## config.mk

```make
export PLATFORM = sky130hd
export DESIGN_NAME = hazard_detect
export DESIGN_NICKNAME = d
export VERILOG_FILES = /design/src/rtl/hazard_detect.sv
export SDC_FILE = /design/constraint.sdc
export NUM_CORES = 1
export LEC_CHECK = 0
export BUFFER_PORTS_ARGS = -buffer_cell sky130_fd_sc_hd__clkbuf_2
export CELL_PAD_IN_SITES_DETAIL_PLACEMENT = 1
export CELL_PAD_IN_SITES_GLOBAL_PLACEMENT = 1
export CORE_AREA = 2 2 73 128
export CTS_BUF_LIST = sky130_fd_sc_hd__clkbuf_8
export DETAILED_ROUTE_END_ITERATION = 8
export DIE_AREA = 0 0 75 130
export GPL_TIMING_DRIVEN = 0
export PLACE_DENSITY_LB_ADDON = 0.25
export SLEW_MARGIN = 20
export SYNTH_ARGS = -nofsm -noshare
export SYNTH_HDL_FRONTEND = slang
export SYNTH_SLANG_ARGS = --single-unit
```

## constraint.sdc

```tcl
create_clock -name clk -period 6.5 [get_ports clk]
set_input_delay 0.325 -clock clk [delete_from_list [all_inputs] [get_ports clk]]
set_output_delay 0.325 -clock clk [all_outputs]
set_load 0.1 [all_outputs]
```

## src/rtl/hazard_detect.sv

```systemverilog
// hazard_detect: stall/flush controller for the 5-stage MIPS pipeline.
// Detects load-use and branch-operand hazards that forwarding cannot
// resolve, freezes PC and IF/ID, and bubbles ID/EX. It also flushes IF/ID on
// taken branches and jumps, and keeps saturating stall/flush cycle counters.
module hazard_detect #(
    parameter int CNT_W = 32
) (
    input  logic             clk,
    input  logic             reset,
    input  logic             mem_read_EX,
    input  logic             reg_write_EX,
    input  logic [4:0]       reg_Rd_EX,
    input  logic             mem_read_MEM,
    input  logic [4:0]       reg_Rd_MEM,
    input  logic [4:0]       reg_Rs_ID,
    input  logic [4:0]       reg_Rt_ID,
    input  logic             uses_rt_ID,
    input  logic             branch_ID,
    input  logic             branch_taken_ID,
    input  logic             jump_ID,
    output logic             pc_write,
    output logic             if_id_write,
    output logic             id_ex_bubble,
    output logic             if_id_flush,
    output logic [CNT_W-1:0] stall_cycles,
    output logic [CNT_W-1:0] flush_cycles
);

    typedef enum logic {
        IDLE = 1'b0,
        HOLD = 1'b1
    } state_t;

    localparam logic [CNT_W-1:0] CNT_MAX = {CNT_W{1'b1}};

    state_t state;

    logic dep_ex;
    logic dep_mem;
    logic hz_lu;
    logic hz_ba;
    logic hz_bl2;
    logic hz_bl1;
    logic stall_det;

    // Register matches against the EX and MEM destinations; $0 never matches.
    always_comb begin
        dep_ex  = ((reg_Rd_EX == reg_Rs_ID) && (reg_Rs_ID != 5'd0))
                | (uses_rt_ID && (reg_Rd_EX == reg_Rt_ID) && (reg_Rt_ID != 5'd0));
        dep_mem = ((reg_Rd_MEM == reg_Rs_ID) && (reg_Rs_ID != 5'd0))
                | (uses_rt_ID && (reg_Rd_MEM == reg_Rt_ID) && (reg_Rt_ID != 5'd0));
        hz_lu     = mem_read_EX & dep_ex;
        hz_ba     = branch_ID & reg_write_EX & ~mem_read_EX & dep_ex;
        hz_bl2    = branch_ID & mem_read_EX & dep_ex;
        hz_bl1    = branch_ID & mem_read_MEM & dep_mem;
        stall_det = hz_lu | hz_ba | hz_bl1 | hz_bl2;
    end

    // Pipeline control: Mealy in IDLE, forced stall in HOLD, stall beats flush.
    always_comb begin
        // NOTE: every output gets a default first so no path can infer a latch.
        pc_write     = 1'b1;
        if_id_write  = 1'b1;
        id_ex_bubble = 1'b0;
        if_id_flush  = 1'b0;
        if (reset) begin
            // Defaults already describe the normal flow forced during reset.
        end else if (state == HOLD || stall_det) begin
            // Branch outcome is ignored here: its operands are stale.
            pc_write     = 1'b0;
            if_id_write  = 1'b0;
            id_ex_bubble = 1'b1;
        end else begin
            if_id_flush = jump_ID | (branch_ID & branch_taken_ID);
        end
    end

    // State and counters: only a load feeding a branch needs the HOLD cycle.
    always_ff @(posedge clk) begin
        // NOTE: sequential state uses non-blocking assignments so every
        // register samples pre-edge values regardless of statement order.
        if (reset) begin
            state        <= IDLE;
            stall_cycles <= '0;
            flush_cycles <= '0;
        end else begin
            if (state == IDLE && stall_det && hz_bl2)
                state <= HOLD;
            else
                state <= IDLE;

            if (id_ex_bubble && stall_cycles != CNT_MAX)
                stall_cycles <= stall_cycles + 1'b1;
            if (if_id_flush && flush_cycles != CNT_MAX)
                flush_cycles <= flush_cycles + 1'b1;
        end
    end

endmodule

```

Yosys cells after proc, flatten, opt, wreduce, memory -nomap -nowiden
Cells that the tools add are included.

word-level totals
  logic and storage cells = 48
  output and inout bits = 68
  flip-flop bits (word level) = 65
  input port bits = 29

cells by class
  bitwise logic cells = 17
  equality and inequality tests = 6
  reductions and logical operators = 13
  add/subtract/negate cells = 2
  muxes and demuxes = 7

operators with widths
  cell                     count
  $add A32 B1 Y32 const B  2
  $ne A32 B32 Y1 const B   2
  $eq A5 B5 Y1             4
  $logic_and A1 B1 Y1      10
  $reduce_bool A5 Y1       2
  $and A1 B1 Y1            9
  $mux W1                  7
  $or A1 B1 Y1             6
  $not A1 Y1               2
  $logic_or A1 B1 Y1       1

Logic depth before layout (Yosys ltp)
Gate-level depths: netlist of run 1.

  depth in word-level cells = 12
  mapped depth = 11
  mapped depth without buffers = 8

Least setup slack after synthesis of run 1
Ideal clock, no wire load.

  path type = input to output
  start = input port reg_Rt_ID[0]
  end = output port id_ex_bubble
  buffers on the path = 1
  setup slack = 1.283 ns
  arrival time = 4.892 ns
  stages = 7
  cell sequence = or4_1 o21ai_2 or4_4 a21oi_4 buf_6 o21ai_0 inv_1

between the ends
  word-level cells in the longest chain between the ends = 11

RTL lines
  element                            RTL line  source
  start, declared                    16        input logic [4:0] reg_Rt_ID,
  $eq A5 B5 Y1                       49        | (uses_rt_ID && (reg_Rd_EX == reg_Rt_ID) && (reg_Rt_ID != 5'd0));
  $logic_and A1 B1 Y1 (2 in series)  49
  $or A1 B1 Y1                       49
  $and A1 B1 Y1 (on tied branches)   52, 53
  $or A1 B1 Y1 (2 in series)         56        stall_det = hz_lu | hz_ba | hz_bl1 | hz_bl2;
  $or A1 B1 Y1 (*)                   56
  $logic_or A1 B1 Y1 (*)             68        end else if (state == HOLD || stall_det) begin
  $mux W1 (*)                        68
  $mux W1 (*)                        66        if (reset) begin
  end, declared                      23        output logic id_ex_bubble,

Every way passes the cells marked *; elsewhere a longest branch is shown, timed or not.

Final worst setup path of run 1
  start = input port reg_Rs_ID[1]
  end = output port if_id_flush

between the ends
  word-level cells in the longest chain between the ends = 10

RTL lines
  element                                                    RTL line  source
  start, declared                                            15        input logic [4:0] reg_Rs_ID,
  $eq A5 B5 Y1 / $reduce_bool A5 Y1 (equally long branches)  48, 50
  $logic_and A1 B1 Y1                                        48        dep_ex = ((reg_Rd_EX == reg_Rs_ID) && (reg_Rs_ID != 5'd0))
  $or A1 B1 Y1                                               49
  $and A1 B1 Y1 (on tied branches)                           52, 53
  $or A1 B1 Y1 (2 in series)                                 56
  $or A1 B1 Y1 (*)                                           56
  $logic_or A1 B1 Y1 (*)                                     68
  $mux W1 (*)                                                68
  $mux W1 (*)                                                66
  end, declared                                              24        output logic if_id_flush,

Marks and branches as above.

==> results of run 1 <==
## per-stage QoR
stage	cells	power (mW)	instance area, sq um	worst slack [ns]	util
floorplan	439	0.480	3680	1.28	-
global route	668	0.859	4490	3.43	0.509
detailed placement	655	0.514	4310	3.33	0.490
finish	668	0.828	4490	3.54	0.509
global placement	655	0.512	4310	3.44	0.490
CTS	668	0.833	4480	3.29	0.509
## where the power goes
| part | internal (mW) | switching (mW) |
|---|---|---|
| Clock | 0.167 | 0.157 |
| Combinational | 0.0296 | 0.0715 |
| Sequential | 0.400 | 0.00299 |
## area by class of cell
cell class              instances  area (sq um)  share of cell area
clock buffers                   9           124              0.0276
well taps                     120           150              0.0335
inverters                       9          33.8             0.00753
multi-input cells             342          2220               0.495
clock inverters                 4          41.3             0.00921
flip-flops and latches         65          1300               0.290
plain buffers                  23           133              0.0296
repair buffers                 96           480               0.107
## layout by cell type, fill, tap and decap left out, types with 13 or more instances in the layout
cell type / instances
o21ai_0: 19
a21oi_1: 35
dfxtp_1: 65
nand3_1: 27
xnor2_1: 21
nand4_1: 15
nor2_1: 26
or4_1: 13
clkbuf_2: 96
or3_1: 18
nand2_1: 36
## cells by family (layout without fill, tap and decap cells)
group / count (synthesis) / in the layout / synth area share
and+or+nand+nor: 200 / 200 / 0.317
AOI/OAI and AO/OA: 102 / 102 / 0.182
DFF: 65 / 65 / 0.353
buffers and inverters: 32 / 141 / 0.0452
xor gates and xnor gates: 29 / 29 / 0.0690
muxes: 9 / 9 / 0.0265
adders and majority gates: 2 / 2 / 0.00679
## worst max path at each step
stage | startpoint | end | depth (start not counted)
5_1_grt | reg_Rs_ID[1] | if_id_flush | 7
4_1_cts | stall_cycles[14] | stall_cycles[1] | 8
2_1_floorplan | reg_Rt_ID[0] | id_ex_bubble | 7
6_report | reg_Rs_ID[1] | if_id_flush | 7
3_3_place_gp | stall_cycles[14] | stall_cycles[1] | 8
3_5_place_dp | stall_cycles[14] | stall_cycles[1] | 8
## registers in the layout, summed over array words and instances, names as in the netlist
signal        flops
stall_cycles     32
state             1
flush_cycles     32
## worst register-to-register path, stage by stage (launching register included)
cell     delay, ns
dfxtp_1       0.46
nand4_1       0.24
nor4_2        0.60
nand4_1       0.41
o21ai_2       0.24
buf_2         0.27
buf_4         0.21
mux2i_1       0.19
nor2_1        0.05
## routing by layer
layer,track usage,share of wire,vias to the layer above
met5,0,0,-
met3,0.0556,0.036,35
met4,0.136,0.037,0
met2,0.479,0.56,98
li1,-,-,1867
met1,0.266,0.37,1912
==> run metrics, run 1 <==
syn avg cell area=8.39 sq um; die width=75 um; most frequent cell after synthesis=dfxtp_1; peak supply drop=0.0880 mV; Worst Path Arrival=2.64 ns; Slowest cell on crit path=clkbuf_2; # hold bufs at CTS=0; First-pass DRT Iterations=4; R2R depth=8; drt total wl=12200 um; largest net degree at the start of global routing=11; Post-DRT Antenna Nets=0; family with the most delay on the worst path=simple AND/OR/NAND/NOR gates; area share of the largest cell type after synthesis=0.353; static leakage=1.65 nW; status=complete, no violations; CP Max Fanout=7; layout cell share with drive strength beyond 1=0.270; sequential area share after synthesis=0.353; Die Area=9750 sq um; starting density of the core=0.418; ys async rst share=0; worst path buffer plus inverter count=2; Rows=46; Port Buffers=96; Final nets=577; max-cap viol count=0; synth cell count leaders=65 x dfxtp_1, 36 x nand2_1, 35 x a21oi_1, 27 x nand3_1, 26 x nor2_1; grt ovf=0; CTS root buf=clkbuf_8; Area growth syn-to-layout=21.8%; Worst R2R Setup Slack=3.70 ns; num ports=97; initial antenna violation count=0; final hold slack=0.224 ns; final worst path period need=2.96 ns; Slew HR=0.576; post-detail-place hpwl=9390 um; GRT Total Usage=0.261; largest area contributor in the netlist=dfxtp_1; syn_nets=470; main flop type after synthesis=dfxtp_1; number of synthesized flops with an enable pin=0; RR Endpoint=stall_cycles[1]; Placer Congestion=0.853; CP Launch Type=primary input; htree depth=3; Hold Crit Depth=3; RSZ-0062 raised after global routing=no; Critical Path RT=6.17 ns; Post-CTS Resized=0; P per Cell Area=185 nW/um^2; Fillers=1133; CTS tree=yes; Avg WL per Cell=18.2 um; Tightest Hold Check Type=in -> reg; clk_skew=0.0107 ns; CTS clock-pin slew for the worst setup and hold paths=0.06 ns; Cell variety after synth=55; clock sink count=65; final slew viol count=0; total negative slack=0 ns; hold_sp=mem_read_EX; Seq cells post-synth=65; DR DRC count=0; final period utilization=0.456; Setup Crit Path Kind=in -> out; Die Span Y=130 um; YS warnings=0; slowest stage delay, CP=0.56 ns; Tightest Pin Transition=0.631 ns; Core Area=8810 sq um; final-report hold violation count=0; first-pass GRT wire length=19300 um; worst hold endpoint=state; FMAX=338 MHz; Initial DRC Count=110; ranking of synthesized cells by area=dfxtp_1 35%, xnor2_1 5.0%, a21oi_1 4.8%; CP Capture Type=output port; Antenna Cells=0; cells after synthesis=439; number of global-route vias before repair=3967; total CTS buffers=9; Setup Fix Bufs, Post-CTS=0; worst path cell trace=clkbuf_2 > or4_1 > nor2_1 > or4_2 > nand3b_2 > nor4_2 > clkbuf_2; most frequent CP cell=clkbuf_2; clk_lat worst skew=0.36 ns; final setup vio count=0; Bufs on Longest Clock Path=2; Vias/cell=5.86; reg2reg start=stall_cycles[14]; via count=3912; Synth Cell Area=3680 sq um
Power figures use the tool's default switching activity.
==> inputs of run 2 (changes only) <==
Settings changed: ABC_AREA set to 1, CORE_AREA 2 2 73 128 to 2 2 86 149, DIE_AREA 0 0 75 130 to 0 0 88 151.
Clock period 6.5 ns to 3 ns, I/O delays scaled along.
==> run 2 against run 1 <==
Effect of this change:
- combinational power is 110% higher
- worst setup slack worse by 3.1 ns
- core utilization is 5.4 points lower
- worst hold slack worse by 0.18 ns
- first-iteration DRC count is 48% higher
- non-clock buffer count is 9 higher
- synthesized area is 25% higher
- global-route usage is 1.6 points higher
==> run metrics, run 2 <==
R2R depth=9 (was 8); Critical Path RT=3.21 ns (was 6.17 ns); sequential area share after synthesis=0.282 (was 0.353); Logic pwr share=0.120 (was 0.122); Core Area=12000 sq um (was 8810 sq um); starting density of the core=0.385 (was 0.418); Post-DRT Antenna Nets=0 (unchanged); CP Capture Type=flip-flop (was output port); met3 usage=0.0469 (was 0.0556); post-route insts no fill=1020 (was 668); Worst R2R Setup Slack=0.41 ns (was 3.70 ns); final-report hold violation count=0 (unchanged); main flop type after synthesis=dfxtp_1 (unchanged); CP Capture Point=stall_cycles[3] (was if_id_flush); Avg WL per Cell=17.4 um (was 18.2 um); CTS root buf=clkbuf_8 (unchanged); YS warnings=0 (unchanged); clock network fraction of total power=0.392 (was 0.391); slowest stage delay, CP=0.45 ns (was 0.56 ns); DP Cell Count=1004 (was 655); Worst Path Arrival=2.80 ns (was 2.64 ns); largest area contributor in the netlist=dfxtp_1 (unchanged); clk_lat worst skew=0.37 ns (was 0.36 ns); Slew HR=0.364 (was 0.576); Bufs on Longest Clock Path=2 (unchanged); CP Launch Type=flip-flop (was primary input); Sw Pwr=564 uW (was 231 uW); Tightest Pin Transition=0.947 ns (was 0.631 ns); Regs by FF count=flush_cycles (32), stall_cycles (32), state (1) (unchanged); ranking of synthesized cells by area=dfxtp_1 28%, nand2_1 18%, nand4_1 9.6% (was dfxtp_1 35%, xnor2_1 5.0%, a21oi_1 4.8%); Fillers=1676 (was 1133); Post-CTS Resized=0 (unchanged); Vias/cell=5.33 (was 5.86); Seq pwr share=0.488 (was 0.487); Synth Cell Area=4620 sq um (was 3680 sq um); via count=5434 (was 3912); final setup vio count=0 (unchanged); RR Endpoint=stall_cycles[3] (was stall_cycles[1]); GRT Total Usage=0.277 (was 0.261); First-pass DRT Iterations=4 (unchanged); synth cell count leaders=227 x nand2_1, 93 x nor2_1, 71 x nand4_1, 65 x dfxtp_1, 60 x a21oi_1 (was 65 x dfxtp_1, 36 x nand2_1, 35 x a21oi_1, 27 x nand3_1, 26 x nor2_1); Die Span Y=151 um (was 130 um); Rows=53 (was 46); Antenna Cells=0 (unchanged); die width=88 um (was 75 um); layout cell share with drive strength beyond 1=0.164 (was 0.270); Hold Crit Depth=3 (unchanged); most frequent cell after synthesis=nand2_1 (was dfxtp_1); PnR worst setup slack=0.414 ns (was 3.54 ns); initial antenna violation count=0 (unchanged); CTS tree=yes (unchanged); post-detail-place hpwl=14500 um (was 9390 um); Setup Crit Path Kind=reg -> reg (was in -> out); Initial DRC Count=163 (was 110); Die Area=13300 sq um (was 9750 sq um); Int Power=1.22 mW (was 597 uW); grt met2 use=0.550 (was 0.479); total negative slack=0 ns (unchanged); drt total wl=17800 um (was 12200 um); Seq cells post-synth=65 (unchanged); first-pass GRT wire length=28200 um (was 19300 um); commonest non-fill, non-tap cell in the layout=nand2_1 (was clkbuf_2); Slowest cell on crit path=dfxtp_1 (was clkbuf_2); DR DRC count=0 (unchanged); largest net degree at the start of global routing=13 (was 11); CTS clock-pin slew for the worst setup and hold paths=0.09 ns (was 0.06 ns); Final nets=881 (was 577); commonest cells after routing, fill and taps aside=227 x nand2_1, 95 x clkbuf_2, 93 x nor2_1 (was 96 x clkbuf_2, 65 x dfxtp_1, 36 x nand2_1); number of synthesized flops with an enable pin=0 (unchanged); area of the multi-input gates=2910 sq um (was 2220 sq um); area share of the largest cell type after synthesis=0.282 (was 0.353); pre-CTS WS=0.517 ns (was 3.33 ns); Cell variety after synth=30 (was 55); CP Max Fanout=10 (was 7); status=complete, no violations (unchanged); clk_skew=0.0160 ns (was 0.0107 ns); Setup Fix Bufs, Post-CTS=0 (unchanged); cells after synthesis=744 (was 439); # hold bufs at CTS=0 (unchanged); Tightest Hold Check Type=in -> reg (unchanged); Register Area=1300 sq um (unchanged); syn_nets=775 (was 470); syn avg cell area=6.21 sq um (was 8.39 sq um); Worst Setup SP=stall_cycles[0] (was reg_Rs_ID[1]); Placer Congestion=0.983 (was 0.853); clock sink count=65 (unchanged); grt ovf=0 (unchanged); final slew viol count=0 (unchanged); met1 usage=0.251 (was 0.266); RSZ-0062 raised after global routing=no (unchanged); peak supply drop=0.174 mV (was 0.0880 mV); static leakage=2.15 nW (was 1.65 nW); Sw Share=0.316 (was 0.279); total CTS buffers=9 (unchanged); max-cap viol count=0 (unchanged); Port Buffers=95 (was 96); htree depth=3 (unchanged); Area growth syn-to-layout=18.5% (was 21.8%); num ports=97 (unchanged); Core Util, Final=0.456 (was 0.509); P per Cell Area=327 nW/um^2 (was 185 nW/um^2); reg2reg start=stall_cycles[0] (was stall_cycles[14]); worst path cell trace=ha_1 > nand2_1 > nor2_2 > nand2_1 > nor2_1 > nand4_1 > clkbuf_1 > nand4_1 > a21oi_1 (was clkbuf_2 > or4_1 > nor2_1 > or4_2 > nand3b_2 > nor4_2 > clkbuf_2); ys async rst share=0 (unchanged); FMAX=387 MHz; final worst path period need=2.59 ns; number of global-route vias before repair=5840 (was 3967); final period utilization=0.862; gr busiest metal=met2 (unchanged)
[run 2: area by class of cell]
cell class	count	share of cell area
Multi-Input combinational cell	581	0.532
Sequential cell	65	0.238
Timing Repair Buffer	95	0.0869
Inverter	65	0.0446
Tap cell	165	0.0377
Buffer	33	0.0293
Clock buffer	9	0.0226
Clock inverter	7	0.00869
[run 2: metrics by stage]
step / total power, mW / hold slack [ns] / area [sq um]
after floorplan: 1.03 / 0.298 / 4620
after global placement: 1.10 / 0.412 / 5300
after detailed placement: 1.11 / 0.414 / 5300
after CTS: 1.80 / 0.0337 / 5470
after global routing: 1.86 / 0.0269 / 5470
final: 1.79 / 0.0402 / 5470
[run 2: cells by family (layout without fill, tap and decap cells)]
family | count (synthesis) | after routing | share of synthesized area
DFF | 65 | 65 | 0.282
xor gates and xnor gates | 63 | 63 | 0.120
adders and majority gates | 2 | 2 | 0.00542
buffers and inverters | 98 | 209 | 0.0875
AOI/OAI and AO/OA | 64 | 64 | 0.0702
and+or+nand+nor | 452 | 452 | 0.436
[run 2: worst min-delay path by stage]
stage,slack [ns],to,start
3_3_place_gp,0.41,state,mem_read_EX
2_1_floorplan,0.30,state,mem_read_EX
5_1_grt,0.03,state,mem_read_EX
4_1_cts,0.03,state,mem_read_EX
6_report,0.04,state,mem_read_EX
3_5_place_dp,0.41,state,mem_read_EX
[run 2: power groups by stage]
stage / Sequential, mW / Combinational (mW) / Clock (mW)
after global placement: 0.893 / 0.209 / 0
after global routing: 0.873 / 0.236 / 0.752
after CTS: 0.872 / 0.218 / 0.713
after floorplan: 0.912 / 0.122 / 0
final: 0.872 / 0.215 / 0.700
after detailed placement: 0.893 / 0.217 / 0
[run 2: critical path: cells and delay by family (launching register included)]
kind	cells	cell delay [ns]
DFF	1	0.45
adders and majority gates	1	0.30
buffers and inverters	1	0.33
AOI/OAI and AO/OA	1	0.09
and+or+nand+nor	6	1.24
[run 2: per-layer routing]
layer  routed length [um]  up-vias
li1                     -     2638
met1                 6140     2598
met2                10100      141
met3                  559       57
met4                  970        0
met5                    0        -
==> inputs of run 3 (changes only) <==
Settings changed: CORE_AREA 2 2 86 149 to 2 2 83 144, DIE_AREA 0 0 88 151 to 0 0 85 146.
Clock period 3 ns to 3.2 ns, I/O delays scaled along.
==> run 3 against run 2 <==
Effect of this change:
- die area fell by 6.6%
- power shrank 0.95%
- critical path depth did not move
- core utilization up 3.3 points
- maximum frequency rose by 4.3%
- sequential cell count did not move
- sequential power is 6.3% lower
- clock skew is 0.0053 ns lower
- combinational power shrank 6%
- via count down 0.26%
- global-route usage is 1.4 points higher
- routed wire length down 0.52%
- critical path type unchanged
==> run metrics, run 3 (synthesized netlist as in run 2, its figures left out) <==
status=complete, no violations (unchanged); drt total wl=17700 um (was 17800 um); commonest cells after routing, fill and taps aside=227 x nand2_1, 95 x clkbuf_2, 93 x nor2_1 (unchanged); max-cap viol count=0 (unchanged); Final nets=881 (unchanged); via count=5420 (was 5434); Initial DRC Count=157 (was 163); clk_skew=0.0106 ns (was 0.0160 ns); First-pass DRT Iterations=4 (unchanged); GRT Total Usage=0.292 (was 0.277); largest net degree at the start of global routing=13 (unchanged); Tightest Pin Transition=0.871 ns (was 0.947 ns); PnR worst setup slack=0.722 ns (was 0.414 ns); FMAX=403 MHz (was 387 MHz); met1 usage=0.278 (was 0.251); Setup Fix Bufs, Post-CTS=0 (unchanged); Pwr Total=1.77 mW (was 1.79 mW); Placer Congestion=0.992 (was 0.983); CP Capture Type=flip-flop (unchanged); Die Span Y=146 um (was 151 um); Hold Crit Depth=3 (unchanged); Slew HR=0.417 (was 0.364); Avg WL per Cell=17.9 um (was 17.4 um); total negative slack=0 ns (unchanged); Worst Path Arrival=2.71 ns (was 2.80 ns); Fillers=1618 (was 1676); final period utilization=0.775 (was 0.862); Die Area=12400 sq um (was 13300 sq um); starting density of the core=0.413 (was 0.385); CP Max Fanout=10 (unchanged); Area growth syn-to-layout=18.3% (was 18.5%); clock sink count=65 (unchanged); Core Area=11200 sq um (was 12000 sq um); pre-CTS WS=0.762 ns (was 0.517 ns); gr busiest metal=met2 (unchanged); grt ovf=0 (unchanged); met3 usage=0.0352 (was 0.0469); Bufs on Longest Clock Path=2 (unchanged); clk_lat worst skew=0.37 ns (about the same); static leakage=2.17 nW (was 2.15 nW); first-pass GRT wire length=28600 um (was 28200 um); RSZ-0062 raised after global routing=no (unchanged); final hold slack=0.0512 ns (was 0.0402 ns); Register Area=1300 sq um (unchanged); Antenna Cells=0 (unchanged); area of the multi-input gates=2910 sq um (unchanged); CTS clock-pin slew for the worst setup and hold paths=0.08 ns (was 0.09 ns); Rows=51 (was 53); CTS root buf=clkbuf_8 (unchanged); die width=85 um (was 88 um); final worst path period need=2.48 ns (was 2.59 ns); Port Buffers=95 (unchanged); P per Cell Area=324 nW/um^2 (was 327 nW/um^2); R2R depth=9 (unchanged); Critical Path RT=3.43 ns (was 3.21 ns); CP Launch Type=flip-flop (unchanged); Post-CTS Resized=0 (unchanged); DR DRC count=0 (unchanged); number of global-route vias before repair=5730 (was 5840); final slew viol count=0 (unchanged); layout cell share with drive strength beyond 1=0.164 (unchanged); final-report hold violation count=0 (unchanged); htree depth=3 (unchanged); total CTS buffers=9 (unchanged); commonest non-fill, non-tap cell in the layout=nand2_1 (unchanged); final setup vio count=0 (unchanged); num ports=97 (unchanged); Setup Crit Path Kind=reg -> reg (unchanged); peak supply drop=0.171 mV (was 0.174 mV); Vias/cell=5.49 (was 5.33); grt met2 use=0.550 (about the same); post-detail-place hpwl=14500 um (about the same); Post-DRT Antenna Nets=0 (unchanged); # hold bufs at CTS=0 (unchanged); initial antenna violation count=0 (unchanged); Regs by FF count=flush_cycles (32), stall_cycles (32), state (1) (unchanged); Tightest Hold Check Type=in -> reg (unchanged); CTS tree=yes (unchanged)
-- run 3: cell count changes in the layout (fill, tap and decap cells not counted) --
cell       change
clkinv_2       -2
bufinv_16      +1
clkbuf_8       +1
-- run 3: worst max-delay path, cell delays in order (launching register included) --
cell and delay, ns:
dfxtp_1 0.43, ha_1 0.28, nand2_1 0.09, nor2_2 0.21, nand2_1 0.19, nor2_1 0.30, nand4_1 0.26, clkbuf_1 0.31
nand4_1 0.18, a21oi_1 0.09
-- run 3: layout make-up --
cell class | count | area share
multi-input cells | 581 | 0.533
flip-flops and latches | 65 | 0.238
repair buffers | 95 | 0.0870
inverters | 65 | 0.0447
well taps | 132 | 0.0302
plain buffers | 33 | 0.0293
clock buffers | 10 | 0.0252
clock inverters | 6 | 0.0124
-- run 3: per-stage QoR --
step                std cells  utilization  area [sq um]
finish                    987        0.489          5460
global route              987        0.489          5460
CTS                       987        0.489          5460
detailed placement        971        0.471          5260
global placement          971        0.471          5260
floorplan                 744            -          4620
-- run 3: power by group --
group / switching, mW / internal, mW
combinational: 0.147 / 0.0559
sequential: 0.00554 / 0.811
clock: 0.368 / 0.382
-- run 3: path summary, 6_finish.rpt --
| check | slack [ns] | end | start |
|---|---|---|---|
| worst max-delay path | 0.72 | stall_cycles[31] | stall_cycles[0] |
| worst min register to register | 0.50 | flush_cycles[16] | flush_cycles[16] |
| worst min-delay path | 0.05 | state | mem_read_EX |
| worst max register to register | 0.72 | stall_cycles[31] | stall_cycles[0] |
-- run 3: metal layers --
metal  up-vias  share of wire  wire [um]
met5         -              0          0
met4         0          0.077       1360
met3        70          0.028        496
met2       130           0.55       9640
met1      2568           0.35       6160
li1       2652              -          -
